File: config.mk
export PLATFORM = sky130hd
export DESIGN_NAME = apb_bldc_ctrl_flat
export DESIGN_NICKNAME = d
export VERILOG_FILES = /design/src/rtl/apb_bldc_ctrl_if.sv /design/src/rtl/apb_bldc_ctrl.sv /design/src/flat_wrapper.sv
export SDC_FILE = /design/constraint.sdc
export NUM_CORES = 1
export LEC_CHECK = 0
export ABC_AREA = 1
export CORE_MARGIN = 3
export CORE_UTILIZATION = 62
export DETAILED_ROUTE_END_ITERATION = 8
export GPL_TIMING_DRIVEN = 0
export PLACE_DENSITY = 0.87
export SYNTH_ARGS = -nofsm -noshare
export SYNTH_HDL_FRONTEND = slang
export SYNTH_SLANG_ARGS = --single-unit
File: constraint.sdc
create_clock -name pclk -period 3.9 [get_ports pclk]
set_input_delay 0.585 -clock pclk [delete_from_list [all_inputs] [get_ports pclk]]
set_output_delay 0.585 -clock pclk [all_outputs]
set_load 0.05 [all_outputs]
File: src/rtl/apb_bldc_ctrl_if.sv
// apb_bldc_ctrl_if: APB bus bundle between the host and the BLDC controller
interface apb_bldc_ctrl_if #(
   parameter int DATA_WIDTH = 32,
   parameter int ADDR_WIDTH = 8
);
   logic                    psel;
   logic                    penable;
   logic                    pwrite;
   logic [ADDR_WIDTH-1:0]   paddr;
   logic [DATA_WIDTH-1:0]   pwdata;
   logic [DATA_WIDTH/8-1:0] pstrb;
   logic [DATA_WIDTH-1:0]   prdata;
   logic                    pready;
   logic                    pslverr;
   modport master (output psel, penable, pwrite, paddr, pwdata, pstrb, input prdata, pready, pslverr);
   modport slave (input psel, penable, pwrite, paddr, pwdata, pstrb, output prdata, pready, pslverr);
endinterface

File: src/rtl/apb_bldc_ctrl.sv
// apb_bldc_ctrl: APB-programmed BLDC gate-drive controller with PWM, hall edge counting,
// stall/fault protection and a masked level interrupt.
module apb_bldc_ctrl #(
   parameter int DATA_WIDTH  = 32,
   parameter int ADDR_WIDTH  = 8,
   parameter int PWM_WIDTH   = 12,
   parameter int STALL_WIDTH = 24
) (
   input  logic           pclk,
   input  logic           preset_n,
   apb_bldc_ctrl_if.slave apb,
   input  logic [2:0]     hall_in,
   input  logic [5:0]     comm_pattern,
   output logic [5:0]     phase_enable,
   output logic           irq
);
   logic [4:0]             ctrl;
   logic [PWM_WIDTH-1:0]   duty, period, duty_act, period_act, pwm_cnt;
   logic [STALL_WIDTH-1:0] stall_lim, stall_tmr;
   logic [DATA_WIDTH-1:0]  edge_cnt, rdata;
   logic [2:0]             h1, h2, h3, irq_stat, irq_set, irq_clr, idx, conflict;
   logic [5:0]             drive;
   logic                   en, en_clr, access, err, wr, hall_edge, bad, stall, fault, stall_ev, fault_ev, pwm;
   logic                   unused;
   assign unused    = ^{apb.pstrb, apb.pwdata};
   assign en        = ctrl[0];
   assign access    = apb.psel & apb.penable & ~apb.pready;
   assign idx       = apb.paddr[4:2];
   assign err       = apb.paddr[1:0] != 2'b00 || apb.paddr > ADDR_WIDTH'(8'h18)
                      || (apb.pwrite && (idx == 3'd4 || idx == 3'd6));
   assign wr        = access & apb.pwrite & ~err;
   assign en_clr    = !en || (wr && idx == 3'd0 && !apb.pwdata[0]);
   assign irq_clr   = (wr && idx == 3'd5) ? apb.pwdata[2:0] : 3'b000;
   assign hall_edge = h2 != h3;
   // both the current and the previous synchronised sample must be illegal
   assign bad       = (&h2 | ~|h2) & (&h3 | ~|h3);
   assign stall_ev  = en & ~stall & stall_lim != '0 & stall_tmr == stall_lim;
   assign fault_ev  = en & ~fault & bad;
   assign irq_set   = {hall_edge & en, fault_ev, stall_ev};
   assign pwm       = pwm_cnt < duty_act;
   assign conflict  = comm_pattern[5:3] & comm_pattern[2:0];
   assign drive     = (!en || stall || fault) ? 6'b000000 : ctrl[1] ? 6'b000111
                    : {comm_pattern[5:3] & {3{pwm}} & ~conflict, comm_pattern[2:0] & ~conflict};
   always_comb begin
      rdata = '0;
      case (idx)
         3'd0:    rdata = DATA_WIDTH'(ctrl);
         3'd1:    rdata = DATA_WIDTH'(duty);
         3'd2:    rdata = DATA_WIDTH'(period);
         3'd3:    rdata = DATA_WIDTH'(stall_lim);
         3'd4:    rdata = DATA_WIDTH'({pwm_cnt, pwm, fault, stall, h2});
         3'd5:    rdata = DATA_WIDTH'(irq_stat);
         3'd6:    rdata = edge_cnt;
         default: rdata = '0;
      endcase
   end
   always_ff @(posedge pclk or negedge preset_n) begin
      if (!preset_n) begin
         apb.pready   <= 1'b0;
         apb.pslverr  <= 1'b0;
         apb.prdata   <= '0;
         ctrl         <= '0;
         duty         <= '0;
         period       <= '1;
         duty_act     <= '0;
         period_act   <= '1;
         pwm_cnt      <= '0;
         stall_lim    <= '0;
         stall_tmr    <= '0;
         edge_cnt     <= '0;
         h1           <= '0;
         h2           <= '0;
         h3           <= '0;
         irq_stat     <= '0;
         stall        <= 1'b0;
         fault        <= 1'b0;
         irq          <= 1'b0;
         phase_enable <= '0;
      end else begin
         apb.pready  <= access;
         apb.pslverr <= access & err;
         apb.prdata  <= (access & ~apb.pwrite & ~err) ? rdata : '0;
         if (wr && idx == 3'd0) ctrl <= apb.pwdata[4:0];
         if (wr && idx == 3'd1) duty <= apb.pwdata[PWM_WIDTH-1:0];
         if (wr && idx == 3'd2) period <= apb.pwdata[PWM_WIDTH-1:0];
         if (wr && idx == 3'd3) stall_lim <= apb.pwdata[STALL_WIDTH-1:0];
         h1 <= hall_in;
         h2 <= h1;
         h3 <= h2;
         // shadows move into the active set only at wrap, keeping each period intact
         if (pwm_cnt >= period_act) begin
            pwm_cnt    <= '0;
            duty_act   <= duty;
            period_act <= period;
         end else
            pwm_cnt <= pwm_cnt + PWM_WIDTH'(1);
         stall_tmr    <= (en_clr || hall_edge) ? '0
                       : (stall_lim != '0 && stall_tmr == stall_lim) ? stall_tmr : stall_tmr + STALL_WIDTH'(1);
         edge_cnt     <= en_clr ? '0 : edge_cnt + DATA_WIDTH'(hall_edge);
         stall        <= en_clr ? 1'b0 : stall | stall_ev;
         fault        <= en_clr ? 1'b0 : fault | fault_ev;
         irq_stat     <= (irq_stat & ~irq_clr) | irq_set;
         irq          <= |(irq_stat & ctrl[4:2]);
         phase_enable <= drive;
      end
   end
endmodule

File: src/flat_wrapper.sv
// flat-port wrapper written by rule: the top's interface ports become plain ports
module apb_bldc_ctrl_flat 
#(
   parameter int DATA_WIDTH  = 32,
   parameter int ADDR_WIDTH  = 8,
   parameter int PWM_WIDTH   = 12,
   parameter int STALL_WIDTH = 24
)
  (pclk, preset_n, hall_in, comm_pattern, phase_enable, irq, apb_psel, apb_penable, apb_pwrite, apb_paddr, apb_pwdata, apb_pstrb, apb_prdata, apb_pready, apb_pslverr);
  apb_bldc_ctrl_if #(.DATA_WIDTH(DATA_WIDTH), .ADDR_WIDTH(ADDR_WIDTH)) apb_i ();
  input  logic pclk;
  input  logic preset_n;
  input  logic [2:0] hall_in;
  input  logic [5:0] comm_pattern;
  output logic [5:0] phase_enable;
  output logic irq;
  input wire logic [$bits(apb_i.psel)-1:0] apb_psel;
  input wire logic [$bits(apb_i.penable)-1:0] apb_penable;
  input wire logic [$bits(apb_i.pwrite)-1:0] apb_pwrite;
  input wire logic [$bits(apb_i.paddr)-1:0] apb_paddr;
  input wire logic [$bits(apb_i.pwdata)-1:0] apb_pwdata;
  input wire logic [$bits(apb_i.pstrb)-1:0] apb_pstrb;
  output wire logic [$bits(apb_i.prdata)-1:0] apb_prdata;
  output wire logic [$bits(apb_i.pready)-1:0] apb_pready;
  output wire logic [$bits(apb_i.pslverr)-1:0] apb_pslverr;
  assign apb_i.psel = apb_psel;
  assign apb_i.penable = apb_penable;
  assign apb_i.pwrite = apb_pwrite;
  assign apb_i.paddr = apb_paddr;
  assign apb_i.pwdata = apb_pwdata;
  assign apb_i.pstrb = apb_pstrb;
  assign apb_prdata = apb_i.prdata;
  assign apb_pready = apb_i.pready;
  assign apb_pslverr = apb_i.pslverr;
  apb_bldc_ctrl #(.DATA_WIDTH(DATA_WIDTH), .ADDR_WIDTH(ADDR_WIDTH), .PWM_WIDTH(PWM_WIDTH), .STALL_WIDTH(STALL_WIDTH)) u_core (.pclk(pclk), .preset_n(preset_n), .apb(apb_i), .hall_in(hall_in), .comm_pattern(comm_pattern), .phase_enable(phase_enable), .irq(irq));
endmodule
# Word-level counts from Yosys, hierarchy flattened
# Cells that the tools add are included.
[op_classes]
n_lt_le_gt_ge = 3
n_reduce_logical = 27
add_sub_neg = 3
eq_ne = 9
muxes = 11
bitwise = 32
[op_table]
columns = ["operator", "n"]
rows = [
  ["$pmux 32 s7", 1],
  ["$mux 32", 2],
  ["$mux 24", 2],
  ["$add 32x1->32", 1],
  ["$add 24x1->24 const B", 1],
  ["$eq 24x24->1", 1],
  ["$reduce_bool 24->1", 1],
  ["$and 3x3->3", 6],
  ["$and 1x1->1", 14],
  ["$add 12x1->12 const B", 1],
  ["$ge 12x12->1", 1],
  ["$lt 12x12->1", 1],
  ["$mux 12", 1],
  ["$mux 6", 2],
  ["$eq 3x3->1 const B", 3],
  ["$reduce_or 3->1", 3],
  ["$gt 8x5->1 const B", 1],
  ["$logic_and 1x1->1", 8],
  ["$logic_or 1x1->1", 7],
  ["$eq 3x2->1 const B", 2],
  ["$not 3->3", 2],
  ["$reduce_and 3->1", 2],
  ["$not 1->1", 5],
  ["$logic_not 1->1", 4],
  ["9 further kinds", 13],
]
[word_totals]
regBits = 200

# Longest topological paths before layout
[depth]
word_depth = 11
ltp_mapped = 13

# Worst setup path after synthesis
# OpenSTA, ideal clock, no wires.
[synth_path]
path_type = "reg2reg"
start = "register u_core.h2[1]"
end = "register u_core.edge_cnt[18]"
stages_incl_launch_ff = 14
arrival_time_ns = 1.793
synth_period_minus_slack_ns = 1.909
path_slack_ns = 1.991
n_path_buf = 0
required_time_ns = 3.783
path_cell_list = "dfrtp_1 > xnor2_1 > nand3_1 > ha_1 > ha_1 > nand2_1 > nor2_1 > nand2_1 > nor2_1 > nand3_1 > nor2_1 > nand2_1 > nand2_1 > nor2_1"
[synth_via]
elab_chain_len = 3
[synth_rtl]
columns = ["element", "line", "text"]
rows = [
  ["start: declaration", "apb_bldc_ctrl.sv:21", "logic [2:0] h1, h2, h3, irq_stat, irq_set, irq_clr, idx, conflict;"],
  ["start signal: assignment", "apb_bldc_ctrl.sv:72", "h2 <= '0;"],
  ["start signal: assignment", "apb_bldc_ctrl.sv:88", "h2 <= h1;"],
  ["$ne 3x3->1", "apb_bldc_ctrl.sv:34", "assign hall_edge = h2 != h3;"],
  ["$add 32x1->32", "apb_bldc_ctrl.sv:99", "edge_cnt <= en_clr ? '0 : edge_cnt + DATA_WIDTH'(hall_edge);"],
  ["$mux 32", "apb_bldc_ctrl.sv:99", ""],
  ["end signal: assignment", "apb_bldc_ctrl.sv:99", ""],
  ["end: declaration", "apb_bldc_ctrl.sv:20", "logic [DATA_WIDTH-1:0] edge_cnt, rdata;"],
]
# No other way between the ends.
# A chain may end at the register's enable or synchronous reset.

# Final worst setup path
# Same ends and word-level chain as after synthesis.

==> flow_summary.yaml <==
clock_tree:
  clockBufferDepth: 2
  numCtsBuffers: 17
  cts.sinks: 200
  root_buffer: "clkbuf_16"
  clkLatencyLatePin_ns: 0.45
  cts_resized: 0
  cts_setup_buffers: 0
  htreeDepth: 4
  cts_hold_buf: 0
  cts_tree: "done"
  clk_pin_slew_ns: 0.07
sta:
  worst_slew_pin_slew_ns: 0.771
  rsz0062_at_grt: "no"
  finalSetupTns_ns: 0
  min_period_over_period: 0.648
  slew_violations: 0
  fmax_mhz: 396
  max_slew_margin: 0.486
  fin_crit_ns: 2.53
  worst_clock_skew_ns: 0.00694
  whs_ns: 0.173
  hold_viol: 0
  setup_violations: 0
yosys:
  syn_avg_cell_area_um2: 7.87
  synth.most_common_cell: "nand2_1"
  synth_fp_nets: 1439
  yosys-top-cells-count: "nand2_1, dfrtp_1, nor2_1"
  seq_area_frac_synth: 0.473
  yosys_warnings: 0
  synth_top_area_cell: "dfrtp_1"
  syn_inst: 1354
  yosysTopAreaCellShare: 0.413
  ys_seq_elements: 200
  ys.flop_type: "dfrtp_1"
  ys_async_sr_fraction: 1.00
  synth_enable_flop_cells: 0
  synth_area_leaders: "dfrtp_1, nand2_1, dfstp_2"
  yosys.cell_types.count: 45
  synth_area_mm2: 0.0107
cells_and_area:
  stdcell_count: 1693
  n_antenna_cell: 0
  areaGrowthSynthToFinish_pct: 16.5
  drive_gt1_frac: 0.0964
  fill_cells: 1234
  nNetsFinal: 1545
  fin_util: 0.743
route:
  drc_errors: 0
  drt_wl_total_um: 30700
  drt_iter0_drc: 1130
  ant_nets: 0
  first_pass_iters: 8
  vias_per_cell: 5.74
  route.detailed.wl_per_inst_um: 18.1
  vias: 9714
global_routing:
  antenna_found_initial: 0
  grt_max_degree: 102
  globalRouteOverflowTotal: 0
  track_usage: 0.340
  grt_pass1_vias: 9585
  grt_pass1_wl_um: 48900
floorplanning:
  die_y_um: 137
  pin_count: 99
  initial_utilization: 0.638
  fp.dieW_um: 137
  die-area_mm2: 0.0188
  core_mm2: 0.0167
  row_count: 47
flow_run:
  cap_violations: 0
place:
  place_inst: 1661
  gp_congestion: 1.00
  portBuffers: 86
  hpwl_um: 22700
critical_path:
  worstPathArrival_ns: 2.86
  worstPathMaxFanout: 5
  critPathCaptureType: "flop"
  required_ns: 4.24
  cpPeakStageDelay_ns: 0.46
  crit_path_cell_trace: "xnor2_1 > nand3_1 > ha_1 > ha_1 > nand2_1 > nor2_1 > nand2_1 > nor2_1 > nand3_1 > nor2_1 > nand2_1 > nand2_1 > nor2_1"
  path_class: "reg2reg"
  cp_slowest_cell: "dfrtp_1"
  startpoint_type: "flop"
min_path:
  holdCritPathClass: "in2async"
power:
  comb_power_share: 0.049
  seq_power_share: 0.517
  power_density_mw_per_mm2: 328
  vdd_drop_max_v: 0.000326
  p_int_uw: 3090
  switching_share: 0.241
  power.switching_uw: 983
  p_leak_uw: 0.00566
  p_clk_frac: 0.434
run_status:
  status: "completed"
power groups by stage:
stage	Clock, uW	Sequential, uW	Combinational (uW)
after detailed placement	0	2150	198
after CTS	1780	2110	199
after floorplan	0	2150	59.7
final	1770	2110	200
after global routing	1870	2110	218
after global placement	0	2150	192
routing by layer:
layer	part of all wire	global-route usage	vias up
li1	-	-	4515
met1	0.39	0.435	4562
met2	0.47	0.543	512
met3	0.092	0.0761	122
met4	0.049	0.178	3
met5	0.0012	0	-
cell type report:
| class | count | area (um2) | area share |
|---|---|---|---|
| buffer | 40 | 246 | 0.0199 |
| clock buffer | 21 | 492 | 0.0396 |
| clock inverter | 11 | 97.6 | 0.00786 |
| inverter | 168 | 631 | 0.0508 |
| multi-input combinational | 946 | 4740 | 0.382 |
| sequential | 200 | 5030 | 0.406 |
| tap | 220 | 275 | 0.0222 |
| timing repair buffer | 87 | 893 | 0.0720 |
sequential cells by signal, summed over array words and instances, names as in the netlist, 5 cells and up:
name and flops:
u_core.apb.prdata 32, u_core.ctrl 5, u_core.duty 12, u_core.duty_act 12
u_core.edge_cnt 32, u_core.period 12, u_core.period_act 12, u_core.phase_enable 6
u_core.pwm_cnt 12, u_core.stall_lim 24, u_core.stall_tmr 24
final timing paths:
check | depth (start not counted) | slack (ns) | start | endpoint
max | 13 | 1.37 | u_core.h2[1]$_DFF_PN0_ | u_core.edge_cnt[18]$_DFF_PN0_
min | 1 | 0.17 | preset_n | u_core.pwm_cnt[7]$_DFF_PN0_
max reg2reg | 13 | 1.37 | u_core.h2[1]$_DFF_PN0_ | u_core.edge_cnt[18]$_DFF_PN0_
min reg2reg | 0 | 0.35 | u_core.h1[2]$_DFF_PN0_ | u_core.h2[2]$_DFF_PN0_
max in group asynchronous | 2 | 2.74 | preset_n | u_core.edge_cnt[18]$_DFF_PN0_
min in group pclk | 0 | 0.35 | u_core.h1[2]$_DFF_PN0_ | u_core.h2[2]$_DFF_PN0_
kinds of logic (layout without fill, tap and decap cells):
kind of cell    Yosys count  count (layout)  share of synthesized area
xor+xnor                 43              43                     0.0353
compound gates          159             159                     0.0811
simple gates            712             712                      0.292
buf+inv                 208             327                     0.0823
mux                       5               5                    0.00528
flops                   200             200                      0.473
fa+ha+maj                27              27                     0.0317
through the flow:
step / total power, uW / area [um2] / setup slack [ns]
5_1_grt: 4200 / 12400 / 1.14
6_report: 4080 / 12400 / 1.37
2_1_floorplan: 2210 / 10700 / 1.99
3_5_place_dp: 2340 / 11800 / 1.08
3_3_place_gp: 2340 / 11800 / -5.86
4_1_cts: 4080 / 12400 / 1.41
worst max-delay path, delay by kind of cell (launching register included):
family / cells / cell delay [ns]
AND/OR/NAND/NOR: 10 / 1.24
adder cells (fa/ha/maj): 2 / 0.56
flip-flops: 1 / 0.46
XOR/XNOR: 1 / 0.16
cells in the final DEF (no fill, tap or decap), drive strengths merged:
cell type / n
nand2: 391
dfrtp: 176
inv: 175
nor2: 171
nand3: 95
clkdlybuf4s50: 85
o21ai: 83
a21oi: 42
clkbuf: 36
nor3: 32
xor2: 32
ha: 27
buf: 27
dfstp: 24
nand4: 14
a31oi: 12
xnor2: 11
o22ai: 8
mux2: 5
clkinv: 4
a221oi: 3
nor3b: 3
o21a: 3
nand3b: 2
o221ai: 2
a211oi: 2
a41oi: 2
and2: 2
a22oi: 1
or2: 1
and3: 1
o31ai: 1
(Power assumes the default switching activity.)
